<file path="src/rtl/instruction_fetch_fifo_pkg.sv">
// Shared constants for the instruction fetch queue: default geometry and
// the helper that sizes the read/write pointers.
package ifq_pkg;

   localparam int DEF_DATA_WIDTH      = 32;
   localparam int DEF_INSNS_PER_BLOCK = 4;
   localparam int DEF_DEPTH           = 4;

   // Pointer width for a queue of the given depth; never narrower than one bit
   function automatic int ptr_width(input int depth);
      return (depth > 1) ? $clog2(depth) : 1;
   endfunction

endpackage

</file>
<file path="src/rtl/instruction_fetch_fifo_if.sv">
// Handshake bundle between the fetch unit, the block queue and the decoder.
// The master side is the producer/consumer pair, the slave side is the queue.
interface instruction_fetch_fifo_if
   import ifq_pkg::*;
#(
   parameter int DATA_WIDTH      = DEF_DATA_WIDTH,
   parameter int INSNS_PER_BLOCK = DEF_INSNS_PER_BLOCK,
   parameter int DEPTH           = DEF_DEPTH
);

   localparam int BW = INSNS_PER_BLOCK * DATA_WIDTH;
   localparam int CW = ptr_width(DEPTH) + 1;

   logic          flush;
   logic          push_valid;
   logic          push_ready;
   logic [BW-1:0] block_in;
   logic          pop_valid;
   logic          pop_ready;
   logic [BW-1:0] block_out;
   logic [CW-1:0] count;
   logic          full;
   logic          empty;
   logic          almost_full;

   modport master (
      output flush, push_valid, block_in, pop_ready,
      input  push_ready, pop_valid, block_out, count, full, empty, almost_full
   );

   modport slave (
      input  flush, push_valid, block_in, pop_ready,
      output push_ready, pop_valid, block_out, count, full, empty, almost_full
   );

endinterface

</file>
<file path="src/rtl/instruction_fetch_fifo_register.sv">
// Generic enabled register used as one storage slot of the fetch queue.
// Clears to zero on reset and on a synchronous flush.
module Register #(
   parameter int WIDTH = 32
) (
   input  logic             clk,
   input  logic             reset,
   input  logic             flush,
   input  logic             en,
   input  logic [WIDTH-1:0] d,
   output logic [WIDTH-1:0] q
);

   // Slot contents: cleared by reset or flush, otherwise loaded when enabled
   always_ff @(posedge clk or negedge reset) begin
      if (!reset) begin
         q <= '0;
      end else if (flush) begin
         q <= '0;
      end else if (en) begin
         q <= d;
      end
   end

endmodule

</file>
<file path="src/rtl/instruction_fetch_fifo.sv">
// Instruction fetch queue: buffers whole fetch blocks from the instruction ROM
// and hands them to the decoder in strict FIFO order. No bypass path, so a
// block becomes visible on block_out one edge after it is pushed.
module instruction_fetch_fifo
   import ifq_pkg::*;
#(
   parameter int DATA_WIDTH      = DEF_DATA_WIDTH,
   parameter int INSNS_PER_BLOCK = DEF_INSNS_PER_BLOCK,
   parameter int DEPTH           = DEF_DEPTH,
   parameter int AFULL_LEVEL     = DEPTH - 1
) (
   input logic                      clk,
   input logic                      reset,
   instruction_fetch_fifo_if.slave  bus
);

   localparam int BW = INSNS_PER_BLOCK * DATA_WIDTH;
   localparam int PW = ptr_width(DEPTH);
   localparam int CW = PW + 1;

   localparam logic [CW-1:0] FULL_CNT  = CW'(DEPTH);
   localparam logic [CW-1:0] AFULL_CNT = CW'(AFULL_LEVEL);

   logic [PW-1:0]    wr_ptr;
   logic [PW-1:0]    rd_ptr;
   logic [CW-1:0]    count_q;
   logic             full;
   logic             empty;
   logic             do_push;
   logic             do_pop;
   logic [DEPTH-1:0] wr_onehot;
   logic [DEPTH-1:0] wr_en;
   logic [BW-1:0]    entries [DEPTH];
   logic [BW-1:0]    rd_data;

   assign full  = (count_q == FULL_CNT);
   assign empty = (count_q == '0);

   // A full queue refuses pushes even if a pop frees a slot on the same edge;
   // flush wins over both handshakes.
   assign do_push = bus.push_valid & ~full & ~bus.flush;
   assign do_pop  = bus.pop_ready & ~empty & ~bus.flush;

   assign wr_onehot = DEPTH'(1) << wr_ptr;
   assign wr_en     = wr_onehot & {DEPTH{do_push}};

   // One slot per entry, written only when it is the push target
   for (genvar i = 0; i < DEPTH; i++) begin : g_entry
      Register #(
         .WIDTH (BW)
      ) u_entry (
         .clk   (clk),
         .reset (reset),
         .flush (1'b0),
         .en    (wr_en[i]),
         .d     (bus.block_in),
         .q     (entries[i])
      );
   end

   // Read mux: the oldest entry, forced to zero while nothing is queued
   always_comb begin
      rd_data = entries[rd_ptr];
      if (empty) begin
         rd_data = '0;
      end
   end

   // Pointer and occupancy tracking; pointers wrap naturally since DEPTH is a power of two
   always_ff @(posedge clk or negedge reset) begin
      if (!reset) begin
         wr_ptr  <= '0;
         rd_ptr  <= '0;
         count_q <= '0;
      end else if (bus.flush) begin
         wr_ptr  <= '0;
         rd_ptr  <= '0;
         count_q <= '0;
      end else begin
         if (do_push) begin
            wr_ptr <= wr_ptr + PW'(1);
         end
         if (do_pop) begin
            rd_ptr <= rd_ptr + PW'(1);
         end
         case ({do_push, do_pop})
            2'b10:   count_q <= count_q + CW'(1);
            2'b01:   count_q <= count_q - CW'(1);
            default: count_q <= count_q;
         endcase
      end
   end

   assign bus.push_ready  = ~full;
   assign bus.pop_valid   = ~empty;
   assign bus.block_out   = rd_data;
   assign bus.count       = count_q;
   assign bus.full        = full;
   assign bus.empty       = empty;
   assign bus.almost_full = (count_q >= AFULL_CNT);

endmodule

</file>
<file path="src/flat_wrapper.sv">
// flat-port wrapper written by rule: the top's interface ports become plain ports
module instruction_fetch_fifo_flat import ifq_pkg::*;
#(
   parameter int DATA_WIDTH      = DEF_DATA_WIDTH,
   parameter int INSNS_PER_BLOCK = DEF_INSNS_PER_BLOCK,
   parameter int DEPTH           = DEF_DEPTH,
   parameter int AFULL_LEVEL     = DEPTH - 1
)
  (clk, reset, bus_flush, bus_push_valid, bus_block_in, bus_pop_ready, bus_push_ready, bus_pop_valid, bus_block_out, bus_count, bus_full, bus_empty, bus_almost_full);
  instruction_fetch_fifo_if #(.DATA_WIDTH(DATA_WIDTH), .INSNS_PER_BLOCK(INSNS_PER_BLOCK), .DEPTH(DEPTH)) bus_i ();
  input logic clk;
  input logic reset;
  input wire logic [$bits(bus_i.flush)-1:0] bus_flush;
  input wire logic [$bits(bus_i.push_valid)-1:0] bus_push_valid;
  input wire logic [$bits(bus_i.block_in)-1:0] bus_block_in;
  input wire logic [$bits(bus_i.pop_ready)-1:0] bus_pop_ready;
  output wire logic [$bits(bus_i.push_ready)-1:0] bus_push_ready;
  output wire logic [$bits(bus_i.pop_valid)-1:0] bus_pop_valid;
  output wire logic [$bits(bus_i.block_out)-1:0] bus_block_out;
  output wire logic [$bits(bus_i.count)-1:0] bus_count;
  output wire logic [$bits(bus_i.full)-1:0] bus_full;
  output wire logic [$bits(bus_i.empty)-1:0] bus_empty;
  output wire logic [$bits(bus_i.almost_full)-1:0] bus_almost_full;
  assign bus_i.flush = bus_flush;
  assign bus_i.push_valid = bus_push_valid;
  assign bus_i.block_in = bus_block_in;
  assign bus_i.pop_ready = bus_pop_ready;
  assign bus_push_ready = bus_i.push_ready;
  assign bus_pop_valid = bus_i.pop_valid;
  assign bus_block_out = bus_i.block_out;
  assign bus_count = bus_i.count;
  assign bus_full = bus_i.full;
  assign bus_empty = bus_i.empty;
  assign bus_almost_full = bus_i.almost_full;
  instruction_fetch_fifo #(.DATA_WIDTH(DATA_WIDTH), .INSNS_PER_BLOCK(INSNS_PER_BLOCK), .DEPTH(DEPTH), .AFULL_LEVEL(AFULL_LEVEL)) u_core (.clk(clk), .reset(reset), .bus(bus_i));
endmodule
</file>
<file path="config.mk">
export PLATFORM = sky130hd
export DESIGN_NAME = instruction_fetch_fifo_flat
export DESIGN_NICKNAME = d
export VERILOG_FILES = /design/src/rtl/instruction_fetch_fifo_pkg.sv /design/src/rtl/instruction_fetch_fifo_if.sv /design/src/rtl/instruction_fetch_fifo_register.sv /design/src/rtl/instruction_fetch_fifo.sv /design/src/flat_wrapper.sv
export SDC_FILE = /design/constraint.sdc
export NUM_CORES = 1
export LEC_CHECK = 0
export ABC_AREA = 1
export BUFFER_PORTS_ARGS = -buffer_cell sky130_fd_sc_hd__clkbuf_2
export CAP_MARGIN = 40
export CORE_MARGIN = 2
export CORE_UTILIZATION = 30
export CTS_BUF_LIST = sky130_fd_sc_hd__clkbuf_4
export DETAILED_ROUTE_END_ITERATION = 6
export PLACE_DENSITY = 0.58
export RECOVER_POWER = 50
export SETUP_SLACK_MARGIN = 0.2
export SYNTH_ARGS = -nofsm -noshare
export SYNTH_HDL_FRONTEND = slang
export SYNTH_SLANG_ARGS = --single-unit
</file>
<file path="constraint.sdc">
create_clock -name clk -period 3.4 [get_ports clk]
set_clock_uncertainty 0.2 [all_clocks]
set_input_delay 0.51 -clock clk [delete_from_list [all_inputs] [get_ports clk]]
set_output_delay 0.51 -clock clk [all_outputs]
set_load 0.03 [all_outputs]
</file>
==> results of run 1 <==
## repair_timing
action                                 in CTS  in global routing
buffers inserted                           44                  8
cloned                                     41                 13
hold buffers                              135                  0
resized for setup                         394                410
setup endpoints to repair                 129                129
pin swaps                                  84                121
endpoints found under the hold margin     953                  0
## power by group through the flow
stage / clock network (uW) / registers, uW / logic (uW)
2_1_floorplan: 0 / 9970 / 7930
3_3_place_gp: 0 / 10300 / 11000
3_5_place_dp: 0 / 10300 / 11200
4_1_cts: 6180 / 10300 / 14500
5_1_grt: 6550 / 10800 / 17300
6_report: 5970 / 10500 / 15900
## final timing paths
path                                                                      to  slack (ns)  cells after the start
worst max-delay path                                      bus_block_out[118]        0.09                      9
worst min-delay path             u_core.g_entry[0].u_entry.q[93]$_DFFE_PN0P_        0.21                      4
worst max register to register   u_core.g_entry[3].u_entry.q[65]$_DFFE_PN0P_        0.45                      8
worst min register to register   u_core.g_entry[1].u_entry.q[50]$_DFFE_PN0P_        0.29                      2
max in group asynchronous        u_core.g_entry[1].u_entry.q[89]$_DFFE_PN0P_        0.14                      4
min in group asynchronous       u_core.g_entry[3].u_entry.q[117]$_DFFE_PN0P_        1.56                      4
## placed cells by master (no fill, tap or decap), types with 2 or more instances in the layout
| master | netlist | final |
|---|---|---|
| clkinv_2 | 0 | 5 |
| diode_2 | 0 | 3 |
| nor2_4 | 0 | 61 |
| nand2_2 | 5 | 2 |
| clkbuf_8 | 0 | 25 |
| inv_16 | 0 | 3 |
| clkbuf_16 | 0 | 13 |
| ha_1 | 4 | 4 |
| o21ai_4 | 0 | 7 |
| dfrtp_1 | 519 | 516 |
| nand3_1 | 2 | 2 |
| clkinvlp_4 | 0 | 3 |
| buf_4 | 10 | 118 |
| buf_6 | 0 | 37 |
| inv_2 | 1 | 3 |
| dlygate4sd3_1 | 0 | 134 |
| nor2_1 | 514 | 372 |
| clkbuf_4 | 0 | 236 |
| o21ai_1 | 519 | 632 |
| nand2_4 | 1 | 2 |
| buf_8 | 0 | 3 |
| o21ai_2 | 0 | 14 |
| clkbuf_2 | 0 | 144 |
| clkbuf_1 | 59 | 8 |
| clkinv_4 | 0 | 4 |
| o21ai_0 | 253 | 119 |
| buf_16 | 0 | 48 |
| dfrtp_4 | 0 | 2 |
| inv_1 | 138 | 136 |
| clkinv_1 | 0 | 11 |
| nand2_1 | 532 | 531 |
| nand2_8 | 0 | 3 |
| a21oi_2 | 0 | 42 |
| buf_12 | 0 | 41 |
| nor2_2 | 1 | 82 |
| a21oi_1 | 130 | 88 |
| inv_6 | 0 | 3 |
## kinds of logic after synthesis
logic type / Yosys count
compound gates: 903
xor+xnor: 1
fa+ha+maj: 5
buf+inv: 350
flops: 519
simple gates: 1057
## state kept, by name, indices dropped and copies added, names as in the netlist
| name | count |
|---|---|
| u_core.wr_ptr | 2 |
| u_core.g_entry.u_entry.q | 512 |
| u_core.bus.count | 3 |
| u_core.rd_ptr | 2 |
## tightest hold or removal path: cells and delay by family
kind / cells / cell delay, ns
buffers and inverters: 3 / 0.69
AO/OA/AOI/OAI: 1 / 0.13
## cell type report
| class | instances | area [um2] |
|---|---|---|
| tap | 1030 | 1290 |
| clock inverter | 27 | 165 |
| timing repair inverter | 4 | 56.3 |
| multi-input combinational | 1966 | 9610 |
| sequential | 519 | 13000 |
| timing repair buffer | 576 | 6290 |
| fill | 7653 | 43400 |
| antenna | 3 | 7.51 |
| inverter | 139 | 571 |
| clock buffer | 232 | 1740 |
## routing by layer
layer / wire, um / vias to the layer above / share of wire (%) / track usage (%)
met5: 27 / - / 0.032 / 0
met4: 2470 / 4 / 2.9 / 8.84
met3: 5210 / 148 / 6.2 / 4.87
met2: 39900 / 711 / 47 / 33.6
met1: 36900 / 10500 / 44 / 27.1
li1: - / 10400 / - / -
## through the flow
step | hold slack (ns) | instances | setup slack, ns
floorplan | 0.0144 | 2835 | 0.749
detailed placement | 0.267 | 3993 | 0.695
finish | 0.205 | 4496 | 0.0886
CTS | 0.0479 | 4472 | -0.0740
global placement | 0.261 | 3993 | 0.705
global route | 0.125 | 4495 | -0.0922
==> impl_metrics.toml, run 1 <==
[synthesis]
post-synth-top-count-cell = "nand2_1"
yosys-top-cells-area = "dfrtp_1 (56%), o21ai_1 (11%), nand2_1 (8.6%), nor2_1 (8.3%), o21ai_0 (5.5%)"
muxShareOfSynthArea_pct = 0
dominantRegCellSynth = "dfrtp_1"
synth_cells = 2835
synth_simple_gate_area_share_pct = 17.3
yosys_register_bits = 519
synth_top_family_by_area = "compound AO/OA/AOI/OAI gates"
syn_nets = 2973
synth-async-reset-ratio_pct = 100
avgSynthCellArea_um2 = 8.16
ys_warn_count = 0
synth_area_um2 = 23100
yosysSeqAreaShare_pct = 56.2
yosys.area.top_type_share_pct = 56.2
synth_xor_area_share_pct = 0.0379
yosysUniqueCellTypes = 22
synth_edf_count = 0
synth_compound_area_share_pct = 19.6
synthAdderAreaFrac_pct = 0.303
yosysTopAreaCell = "dfrtp_1"
yosys-top-cells-count = "nand2_1 (532), dfrtp_1 (519), o21ai_1 (519), nor2_1 (514), o21ai_0 (253)"

[cts]
clkTransAtPathRegs_ns = 0.07
cts_made_buffers = 149
cts.sinks = 519
cts_tree = "built"
clock_latency_ns = 0.92
cts_buffer_depth = 3
htree_num_levels = 4
root_buffer = "clkbuf_4"

[sta]
period_minus_slack_ns = 3.31
finalSetupViolCount = 0
fin_tns_setup_ns = 0
slew_viol_final = 9
relSlewSlack_pct = -6.54
worst_slew_pin_slew_ns = 1.60
fmax_ghz = 0.302
rsz0062_at_grt = "true"
period_share_pct = 97.4
final_hold_viol_count = 0

[final_layout]
stdcell_area_um2 = 32700
syn_to_final_growth_pct = 41.5
final_nets = 3493
fin_util_pct = 43.0
drive_gt1_share_pct = 26.2

[pwr]
power_frac_comb_pct = 49.0
p_int_uw = 18700
power_density_nw_per_um2 = 989
fin_total_pwr_uw = 32400
pwr-share-seq_pct = 32.5
swShare_pct = 42.4
peakVddDrop_mv = 0.512
p_leak_uw = 0.0154
switchingPower_uw = 13700
p_clk_share_pct = 18.5

[drt]
drtIter0Drc = 1673
vias = 21800
wl_per_cell_um = 18.8
via_per_inst = 4.84
ant_nets = 0
dr.pass1.iters = 7
post-route-drc-count = 1
wl_um = 84400

[die]
die-area_um2 = 79300
dieWidth_um = 282
rows = 101
io_pins = 269
coreArea_um2 = 76100
die_y_um = 282
start_util_pct = 30.4

[setup_path]
crit_family = "buffers and inverters"
cp.arrival_ns = 2.60
cp_cell_sequence = "buf_12 > buf_12 > buf_12 > clkbuf_16 > nor2_2 > nor2_1 > o21ai_1 > a21oi_1 > buf_4"
startpoint = "u_core.rd_ptr[0]$_DFFE_PN0P_"
critical_path_class = "flip-flop to output pin"
crit_slowest_cell = "dfrtp_4"
critPathLaunchType = "flip-flop"
path_buf_inv = 5
crit_path_end_kind = "output pin"
cp_common_cell = "buf_12"
reg2reg_from = "u_core.bus.count[0]$_DFFE_PN0P_"
required_ns = 2.69
critPathMaxStageDelay_ns = 0.52
crit_fanout = 6

[placement]
place_area_um2 = 25700
io_buffers = 268
dp_hpwl_um = 40700
globalplace.congestion = 0.765

[global_route]
grt_start_max_net_pins = 89
grt_pass1_wl_um = 126000
grt_pass1_vias = 21400
gr-total-overflow = 0
antenna_found_initial = 7
grt.total_usage_pct = 20.9

[status]
violations = "DRC, capacitance limit, slew limit"
status = "finished, violations left"

[worst_hold_path]
hp-class = "input pin to flip-flop"
hold_start = "bus_block_in[93]"

[run]
drv_cap = 2
Note: power is estimated with default switching activity, not from simulation.
==> run 2, diff against run 1 <==
- PLACE_DENSITY: 0.58 -> 0.57
- SYNTH_HIERARCHICAL: unset -> 1
==> run 2 against run 1 <==
The flow finishes with violations (capacitance limit, slew limit, setup timing). Power shrank 28%. Final area grew 8.3%. Area after synthesis grew 9.5%. Combinational power shrank 34%. Die area grew 9.4%. Sequential cell count is the same. Worst hold slack lost 0.087 ns. Utilization shrank 0.68 points. Critical path type unchanged.
==> impl_metrics.toml, run 2 <==
[drt]
ant_nets = 0
met3_length_um = 9310
wl_per_cell_um = 21.0
dr.pass1.iters = 5
top_layer_used = "met5"
met1_length_um = 45700
drtIter0Drc = 2234
wl_um = 106000
met2_length_um = 48600
vias = 25700
post-route-drc-count = 0
via_per_inst = 5.06

[setup_path]
crit_family = "buffers and inverters"
cp.arrival_ns = 2.75
critPathLaunchType = "flip-flop"
crit_path_end_kind = "output pin"
crit_fanout = 8
path_buf_inv = 5
required_ns = 2.69
critical_path_class = "flip-flop to output pin"
cp_cell_sequence = "buf_12 > buf_12 > buf_16 > buf_16 > nor2_4 > nor2_2 > o21ai_2 > a21oi_2 > clkbuf_8"
critPathMaxStageDelay_ns = 0.46
crit_slowest_cell = "dfrtp_4"

[die]
dieWidth_um = 295
rows = 106
die-area_um2 = 86800
coreArea_um2 = 83700
die_y_um = 295
start_util_pct = 30.3
io_pins = 269

[cts]
cts.sinks = 519
clkTransAtPathRegs_ns = 0.07
clock_latency_ns = 1.02
cts_made_buffers = 153
cts_buffer_depth = 3
cts_tree = "built"
htree_num_levels = 4
root_buffer = "clkbuf_4"

[placement]
dp.cells = 4493
io_buffers = 268
globalplace.congestion = 0.772
place_area_um2 = 27300
dp_hpwl_um = 45200

[final_layout]
fin_util_pct = 42.3
drive_gt1_share_pct = 23.9
final_cell_mix = "nand2_1 (1046), dfrtp_1 (515), nand3_1 (514)"
regMostFlops = "u_core/g_entry.u_entry/q"
syn_to_final_growth_pct = 39.9
stdcell_count = 5076
final-seq-area_um2 = 13000
multiInputGateArea_um2 = 11800
fillers = 8467
stdcell_area_um2 = 35400
mostFrequentLayoutCell = "nand2_1"
largest_reg_flops = 512
final_nets = 3976

[sta]
worst_slew_pin_slew_ns = 1.55
relSlewSlack_pct = -3.11
finalSetupViolCount = 15
period_minus_slack_ns = 3.46
period_share_pct = 102
fmax_ghz = 0.289
slew_viol_final = 17
rsz0062_at_grt = "true"
final_hold_viol_count = 0
fin_ws_ns = -0.0628

[synthesis]
yosys.area.top_type_share_pct = 51.3
avgSynthCellArea_um2 = 7.70
yosys-top-cells-area = "dfrtp_1 (51%), nand2_1 (15%), nand3_1 (10%), nor2_1 (7.7%), o21ai_1 (4.4%)"
yosysTopAreaCell = "dfrtp_1"
yosysSeqAreaShare_pct = 51.3
yosysUniqueCellTypes = 23
synth-async-reset-ratio_pct = 100
synth_cells = 3289
synth_area_um2 = 25300
yosys-top-cells-count = "nand2_1 (1045), dfrtp_1 (519), nor2_1 (517), nand3_1 (514), o21ai_1 (223)"
ys_warn_count = 6
synth_edf_count = 0
yosys_register_bits = 519
post-synth-top-count-cell = "nand2_1"
dominantRegCellSynth = "dfrtp_1"

[pwr]
p_leak_uw = 0.0176
power_density_nw_per_um2 = 658
peakVddDrop_mv = 1.29

[global_route]
antenna_found_initial = 7
grt_start_max_net_pins = 129
grt_pass1_vias = 25300
grt_pass1_wl_um = 154000
gr-total-overflow = 0
grt.total_usage_pct = 23.3

[status]
status = "finished, violations left"
violations = "capacitance limit, slew limit, setup timing"

[worst_hold_path]
hp-class = "input pin to flip-flop"

[run]
drv_cap = 1
-- run 2: cell count changes after synthesis, moves of 47 or more --
cell | previous run | this run
o21ai_1 | 519 | 223
o21ai_0 | 253 | 37
nand3_1 | 2 | 514
buf_2 | 138 | 91
buf_4 | 10 | 121
nand2_1 | 532 | 1045
inv_1 | 138 | 14
-- run 2: final cells by class --
class,instances,share of cell area [%]
clock buffer,217,4.60
sequential,519,36.7
clock inverter,31,0.696
timing repair inverter,8,0.272
tap,1134,4.01
inverter,19,0.328
antenna,11,0.0777
multi-input combinational,2491,33.3
timing repair buffer,646,20.0
-- run 2: path summary, 6_finish.rpt --
path	slack [ns]	end	cells after the start	startpoint
min reg2reg	0.27	u_core/g_entry[3].u_entry/q[107]$_DFFE_PN0P_	2	u_core/g_entry[3].u_entry/q[107]$_DFFE_PN0P_
max reg2reg	0.73	u_core/g_entry[2].u_entry/q[53]$_DFFE_PN0P_	11	u_core/bus.count[1]$_DFFE_PN0P_
max in group asynchronous	0.17	u_core/g_entry[2].u_entry/q[95]$_DFFE_PN0P_	4	reset
min in group asynchronous	1.49	u_core/g_entry[2].u_entry/q[40]$_DFFE_PN0P_	4	reset
max	-0.06	bus_block_out[50]	9	u_core/rd_ptr[0]$_DFFE_PN0P_
min	0.12	u_core/g_entry[2].u_entry/q[14]$_DFFE_PN0P_	4	bus_block_in[14]
-- run 2: what timing repair did --
item	in CTS	in global routing
hold buffers	230	0
pin swaps	59	130
gates resized for setup	318	446
setup buffers	27	11
hold endpoints to repair	1031	0
setup endpoints to repair	128	128
cloned	25	31
-- run 2: cell families (layout without fill, tap and decap cells) --
family	count (synthesis)	after routing	share of synthesized area [%]
simple gates	2085	2085	33.5
flops	519	519	51.3
compound gates	392	392	7.76
buf+inv	286	921	7.10
fa+ha+maj	5	5	0.277
other cells	1	19	0.0148
xor+xnor	1	1	0.0346
-- run 2: metrics by stage --
stage               TNS [ns]  hold slack, ns  setup WS (ns)  power [uW]
finish                -0.378           0.118        -0.0628       23300
global placement           0           0.247          0.598       13400
global route          -12.65          0.0405         -0.204       24400
floorplan                  0          0.0144          0.894       11200
CTS                   -10.64        0.000604         -0.148       21600
detailed placement         0           0.253          0.685       13400
-- run 2: power by group --
part / total [uW] / switching [uW] / internal, uW
logic: 10500 / 6480 / 4050
clock network: 6100 / 2900 / 3200
registers: 6670 / 216 / 6460
total: 23300 / 9590 / 13700
-- run 2: worst reg2reg max path: cells and delay by family, from the launching register on --
kind	cells	cell delay (ns)
buffers and inverters	3	0.86
and+or+nand+nor	8	1.09
DFF	1	0.45
-- run 2: layer usage --
metal	vias up	GRT usage, %
li1	11900	-
met1	12500	30.9
met2	1115	36.2
met3	186	6.05
met4	4	9.52
met5	-	0
